## config.mk

```make
export PLATFORM = sky130hd
export DESIGN_NAME = matrix_loader
export DESIGN_NICKNAME = d
export VERILOG_FILES = /design/src/rtl/matrix_loader.sv
export SDC_FILE = /design/constraint.sdc
export NUM_CORES = 1
export LEC_CHECK = 0
export CAP_MARGIN = 25
export CORE_MARGIN = 1
export CORE_UTILIZATION = 50
export CTS_CLUSTER_DIAMETER = 200
export DETAILED_ROUTE_END_ITERATION = 8
export DONT_BUFFER_PORTS = 1
export GPL_ROUTABILITY_DRIVEN = 0
export GPL_TIMING_DRIVEN = 0
export PLACE_DENSITY = 0.72
export SETUP_SLACK_MARGIN = 0.05
export SLEW_MARGIN = 0
export SYNTH_ARGS = -nofsm -noshare
export SYNTH_HDL_FRONTEND = slang
export SYNTH_SLANG_ARGS = --single-unit
```

## constraint.sdc

```tcl
create_clock -name clk -period 16.7 [get_ports clk]
set_input_delay 1.67 -clock clk [delete_from_list [all_inputs] [get_ports clk]]
set_output_delay 1.67 -clock clk [all_outputs]
set_load 0.01 [all_outputs]
```

## src/rtl/matrix_loader.sv

```systemverilog
// Stream loader: header + A/B words into RAM, then kicks the multiplier.
// Optional macro LOADER_HDR_CHECK_EN enables header dimension/capacity checks.
//
// Ports:
//   clk, rst                 clock, synchronous active-high reset
//   load_start               begin a load transaction (IDLE only)
//   in_data/in_valid/in_ready  word stream handshake
//   ram_we/ram_addr/ram_w_data registered RAM write port
//   start_mul                one-cycle multiplier start
//   mul_done/mul_err         multiplier completion / dimension error
//   busy                     state is not IDLE
//   load_done/err            one-cycle completion / failure pulses
module matrix_loader #(
  parameter int data_w    = 32,
  parameter int ram_d     = 512,
  parameter int ram_add_w = $clog2(ram_d),
  parameter int d_w_q     = data_w/4
) (
  input  logic                 clk,
  input  logic                 rst,
  input  logic                 load_start,
  input  logic [data_w-1:0]    in_data,
  input  logic                 in_valid,
  output logic                 in_ready,
  output logic                 ram_we,
  output logic [ram_add_w-1:0] ram_addr,
  output logic [data_w-1:0]    ram_w_data,
  output logic                 start_mul,
  input  logic                 mul_done,
  input  logic                 mul_err,
  output logic                 busy,
  output logic                 load_done,
  output logic                 err
);

  typedef enum logic [2:0] {
    IDLE, HDR, META, LOAD, KICK, WAIT
  } st_t;

  localparam int cw = ram_add_w + 1;
  typedef logic [cw-1:0]        cnt_t;
  typedef logic [2*d_w_q-1:0]   prod_t;
  typedef logic [3:0][d_w_q-1:0] dims_t;

  st_t   state, state_n;
  cnt_t  idx, idx_n;
  dims_t dims, dims_n;

  logic                 rdy_n;
  logic                 we_n;
  logic [ram_add_w-1:0] addr_n;
  logic [data_w-1:0]    wd_n;
  logic                 start_n;
  logic                 done_n;
  logic                 err_n;

  logic  hs;
  logic  hdr_bad;
  prod_t p1, p2;
  cnt_t  w_cnt;
  cnt_t  wa;

  assign hs    = in_valid & in_ready;
  assign busy  = (state != IDLE);
  assign p1    = prod_t'(dims[3]) * prod_t'(dims[2]);
  assign p2    = prod_t'(dims[1]) * prod_t'(dims[0]);
  assign w_cnt = cnt_t'(p1) + cnt_t'(p2);
  assign wa    = idx + cnt_t'(2);

`ifdef LOADER_HDR_CHECK_EN
  localparam int xw = 2*d_w_q + cw + 4;
  typedef logic [xw-1:0] ext_t;

  ext_t m1e, n2e, need;
  logic zero_dim;

  // Result area uses dimensions rounded up to even.
  assign m1e  = ext_t'(dims[3]) + ext_t'(dims[3][0]);
  assign n2e  = ext_t'(dims[0]) + ext_t'(dims[0][0]);
  assign need = ext_t'(2) + ext_t'(w_cnt) + m1e * n2e;

  assign zero_dim = (dims[3] == '0) || (dims[2] == '0)
                 || (dims[1] == '0) || (dims[0] == '0);

  assign hdr_bad = (dims[2] != dims[1]) || zero_dim
                || (need > ext_t'(ram_d));
`else
  assign hdr_bad = 1'b0;
`endif

  always_comb begin
    state_n = state;
    idx_n   = idx;
    dims_n  = dims;
    we_n    = 1'b0;
    addr_n  = ram_addr;
    wd_n    = ram_w_data;
    done_n  = 1'b0;
    err_n   = 1'b0;
    unique case (state)
      IDLE: begin
        idx_n = '0;
        if (load_start) state_n = HDR;
      end
      HDR: begin
        if (hs) begin
          dims_n  = in_data[4*d_w_q-1:0];
          we_n    = 1'b1;
          addr_n  = '0;
          wd_n    = in_data;
          state_n = META;
        end
      end
      META: begin
        we_n   = 1'b1;
        addr_n = ram_add_w'(1);
        wd_n   = '0;
        idx_n  = '0;
        if (hdr_bad) begin
          err_n   = 1'b1;
          state_n = IDLE;
        end else begin
          state_n = LOAD;
        end
      end
      LOAD: begin
        if (hs) begin
          we_n   = 1'b1;
          addr_n = wa[ram_add_w-1:0];
          wd_n   = in_data;
          idx_n  = idx + cnt_t'(1);
          if (idx == w_cnt - cnt_t'(1))
            state_n = KICK;
        end
      end
      KICK: begin
        state_n = WAIT;
      end
      WAIT: begin
        // Error has priority over completion.
        if (mul_err) begin
          err_n   = 1'b1;
          state_n = IDLE;
        end else if (mul_done) begin
          done_n  = 1'b1;
          state_n = IDLE;
        end
      end
      default: begin
        state_n = IDLE;
      end
    endcase
    // Registered from next state so they line up with the state itself.
    rdy_n   = (state_n == HDR) || (state_n == LOAD);
    start_n = (state_n == KICK);
  end

  always_ff @(posedge clk) begin
    if (rst) begin
      state      <= IDLE;
      idx        <= '0;
      dims       <= '0;
      in_ready   <= 1'b0;
      ram_we     <= 1'b0;
      ram_addr   <= '0;
      ram_w_data <= '0;
      start_mul  <= 1'b0;
      load_done  <= 1'b0;
      err        <= 1'b0;
    end else begin
      state      <= state_n;
      idx        <= idx_n;
      dims       <= dims_n;
      in_ready   <= rdy_n;
      ram_we     <= we_n;
      ram_addr   <= addr_n;
      ram_w_data <= wd_n;
      start_mul  <= start_n;
      load_done  <= done_n;
      err        <= err_n;
    end
  end

endmodule

```

==> flow_metrics.env <==
export IMPL_yosys_most_used_dff="sky130_fd_sc_hd__dfxtp_1"
export IMPL_layout_commonest_cell="sky130_fd_sc_hd__nand2_1"
export IMPL_worst_pin_slew_ns=0.7827
export IMPL_postCtsHoldBufs=0
export IMPL_dp_hpwl_um=10840
export IMPL_grt_usage_pct=22.40
export IMPL_totalWireLength_um=13510
export IMPL_fin_crit_sh_pct=36.27
export IMPL_rr_startpoint="dims[1]$_SDFFE_PP0P_"
export IMPL_floorplan_initialDensity_pct=51.71
export IMPL_critPathLaunch="dims[1]$_SDFFE_PP0P_"
export IMPL_antenna_found_initial=0
export IMPL_ctsResizeCount=0
export IMPL_cts_root_buf="sky130_fd_sc_hd__clkbuf_16"
export IMPL_slew_viol_final=0
export IMPL_worst_r2r_cell_count=17
export IMPL_crit_slowest_cell="sky130_fd_sc_hd__fa_1"
export IMPL_hold_ws_ns=0.4902
export IMPL_hold_viol=0
export IMPL_worst_r2r_setup_slack_ns=10.64
export IMPL_syn_num_nets=822
export IMPL_maximum_number_of_pins_on_one_net_before_global_route_repair=17
export IMPL_fp_row_count=40
export IMPL_detail_route_drc_violations=0
export IMPL_postRouteAntennaNets=0
export IMPL_setup_worst_path_end_class="flip-flop"
export IMPL_clkTransAtPathRegs_ns=0.06
export IMPL_cp_start_kind="flip-flop"
export IMPL_grt_setup_unrepaired="no"
export IMPL_postCtsSetupRepairBufs=0
export IMPL_power_density_nw_per_um2=68.34
export IMPL_timing_setup_tns_ns=0
export IMPL_yosysWarningCount=0
export IMPL_synth_largest_area_cell="sky130_fd_sc_hd__dfxtp_1"
export IMPL_antennaDiodeCount=0
export IMPL_cts_tree="done"
export IMPL_status="finished, final reports clean"
export IMPL_worst_path_max_stage_delay_ns=0.55
export IMPL_die_width_um=113.9
export IMPL_max_slew_margin_rel_pct=47.42
export IMPL_drive_gt1_share_pct=5.143
export IMPL_design_final_nets=833
export IMPL_synthTopCellsByArea="sky130_fd_sc_hd__dfxtp_1 (29%), sky130_fd_sc_hd__fa_1 (20%), sky130_fd_sc_hd__nand2_1 (8.1%)"
export IMPL_crit_chain="clkbuf_1 > nand2_1 > fa_1 > fa_1 > inv_1 > fa_1 > inv_1 > fa_1 > fa_1 > fa_1 > inv_1 > ha_1 > a21o_1 > a2111o_1 > o211ai_1 > nand4_1 > o311a_1"
export IMPL_clock_sinks=91
export IMPL_worst_setup_path_endpoint="in_ready$_SDFF_PP0_"
export IMPL_cts_buffers=9
export IMPL_finClkSkew_ns=0.006200
export IMPL_cts_htree_levels=3
export IMPL_detailedRoute_firstIterationViolations=258
export IMPL_r2r_end="in_ready$_SDFF_PP0_"
export IMPL_grt_pass1_vias=4980
export IMPL_critical_path_peak_fanout=9
export IMPL_post_synth_cell_area_avg_um2=9.157
export IMPL_max_freq_mhz=165.1
export IMPL_flow_area_growth_from_synthesis_pct=8.310
export IMPL_timing_critical_path_mode_cell="sky130_fd_sc_hd__fa_1"
export IMPL_finalSetupViolations=0
export IMPL_power_ir_vdd_worst_uv=75.21
export IMPL_syn_cell_area_um2=6264
export IMPL_netlist_area_leader_share_pct=29.09
export IMPL_wire_per_inst_um=15.57
export IMPL_overflow=0
export IMPL_grt_pass1_wl_um=22880
export IMPL_detail_route_first_pass_iterations=5
export IMPL_seq_area_frac_synth_pct=29.09
export IMPL_floorplan_core_area_um2=12110
export IMPL_cap_viol_max_count=0
export IMPL_ys_async_sr_fraction_pct=0
export IMPL_ys_seq_elements=91
export IMPL_cts_buffer_depth=2
export IMPL_via_count=4713
export IMPL_total_leakage_power_nw=2.625
export IMPL_synth_cell_type_count=48
export IMPL_die_height_um=113.9
export IMPL_cp_data_arrival_time_ns=6.29
export IMPL_vias_per_cell=5.430
export IMPL_die_area_um2=12980
export IMPL_clk_insertion_delay_late_ns=0.34
export IMPL_final_min_clock_period_ns=6.058
export IMPL_min_delay_path_class="reg -> reg"
export IMPL_portBuffers=0
export IMPL_synth_edff_count=0
export IMPL_setup_worst_path_class="reg -> reg"
export IMPL_layout_cells_most_common_list="sky130_fd_sc_hd__nand2_1 (135), sky130_fd_sc_hd__dfxtp_1 (91), sky130_fd_sc_hd__inv_1 (66)"
export IMPL_top_level_ports=85
export IMPL_cp_required_ns=16.93
export IMPL_synthCells=684
stage by stage:
step / utilization (%) / cells / setup slack [ns] / total power, mW / area [µm²]
3_5_place_dp: 53.45 / 852 / 10.67 / 0.2594 / 6474
2_1_floorplan: - / 684 / 11.25 / 0.2516 / 6264
5_1_grt: 56.01 / 868 / 10.44 / 0.4769 / 6784
6_report: 56.01 / 868 / 10.64 / 0.4636 / 6784
3_3_place_gp: 53.45 / 852 / 10.75 / 0.2583 / 6474
4_1_cts: 56.01 / 868 / 10.64 / 0.4647 / 6784
flip-flops by register name, indices dropped and copies added (netlist names):
name	count
dims	32
err	1
load_done	1
ram_w_data	32
state	3
idx	10
ram_addr	9
start_mul	1
in_ready	1
ram_we	1
synth_stat cells, types with 2 or more instances:
cell,n
sky130_fd_sc_hd__o31a_1,2
sky130_fd_sc_hd__xnor3_2,2
sky130_fd_sc_hd__nand2_1,135
sky130_fd_sc_hd__ha_1,37
sky130_fd_sc_hd__clkbuf_8,2
sky130_fd_sc_hd__nor2_1,24
sky130_fd_sc_hd__and4_1,2
sky130_fd_sc_hd__a22o_1,32
sky130_fd_sc_hd__nand3_1,8
sky130_fd_sc_hd__dfxtp_1,91
sky130_fd_sc_hd__buf_2,3
sky130_fd_sc_hd__a2111o_1,2
sky130_fd_sc_hd__nand2b_1,4
sky130_fd_sc_hd__nor4_1,2
sky130_fd_sc_hd__a22oi_1,6
sky130_fd_sc_hd__nand4_1,2
sky130_fd_sc_hd__and3_1,2
sky130_fd_sc_hd__or3_1,2
sky130_fd_sc_hd__fa_1,63
sky130_fd_sc_hd__nor2b_1,2
sky130_fd_sc_hd__and2_1,35
sky130_fd_sc_hd__xnor2_1,32
sky130_fd_sc_hd__nand2_2,3
sky130_fd_sc_hd__and2_2,2
sky130_fd_sc_hd__xor2_1,17
sky130_fd_sc_hd__a21o_1,5
sky130_fd_sc_hd__o21bai_1,2
sky130_fd_sc_hd__nor3_1,8
sky130_fd_sc_hd__o21ai_0,2
sky130_fd_sc_hd__clkbuf_1,29
sky130_fd_sc_hd__a21oi_1,44
sky130_fd_sc_hd__inv_1,66
worst max-delay path: cells and delay by family, from the launching register on:
kind	cells	cell delay, ns
DFF	1	0.31
adders and majority gates	7	3.44
buffers and inverters	4	0.50
and+or+nand+nor	2	0.47
AOI/OAI and AO/OA	4	1.21
layer usage:
metal,part of all wire (%),vias to the layer above,global-route usage [%],wire (µm)
met4,2.5,0,9.091,334
li1,-,2223,-,-
met2,49,144,38.14,6638
met1,43,2321,28.37,5875
met3,4.9,25,3.666,662
met5,0,-,0,0
worst min-delay path by stage:
| stage | startpoint | cells past startpoint | slack, ns | endpoint |
|---|---|---|---|---|
| finish | dims[15]$_SDFFE_PP0P_ | 2 | 0.49 | dims[15]$_SDFFE_PP0P_ |
| CTS | dims[15]$_SDFFE_PP0P_ | 2 | 0.49 | dims[15]$_SDFFE_PP0P_ |
| floorplan | dims[15]$_SDFFE_PP0P_ | 2 | 0.46 | dims[15]$_SDFFE_PP0P_ |
| global route | dims[15]$_SDFFE_PP0P_ | 2 | 0.51 | dims[15]$_SDFFE_PP0P_ |
| global placement | dims[15]$_SDFFE_PP0P_ | 2 | 0.47 | dims[15]$_SDFFE_PP0P_ |
| detailed placement | dims[15]$_SDFFE_PP0P_ | 2 | 0.48 | dims[15]$_SDFFE_PP0P_ |
final cells by class:
type                    instances  area (µm²)
plain buffers                  36       170.2
clock buffers                  10       239.0
clock inverters                 6       71.32
fillers                      1084        5328
inverters                      66       247.7
multi-input cells             491        4024
flip-flops and latches         91        1822
well taps                     168       210.2
kinds of logic (layout without fill, tap and decap cells):
logic type               after synthesis  in the layout  synth area share, %
adder cells (fa/ha/maj)              100            100                27.53
buffers and inverters                102            118                6.672
AO/OA/AOI/OAI                        103            103                11.61
XOR/XNOR                              52             52                7.871
AND/OR/NAND/NOR                      236            236                17.24
flip-flops                            91             91                29.09
where the power goes:
part           internal (mW)  total (mW)  switching (mW)
combinational         0.0103      0.0279          0.0176
clock                  0.122       0.209          0.0871
sequential             0.221       0.227         0.00567
total                  0.353       0.464           0.110
Note: power is estimated with default switching activity, not from simulation.
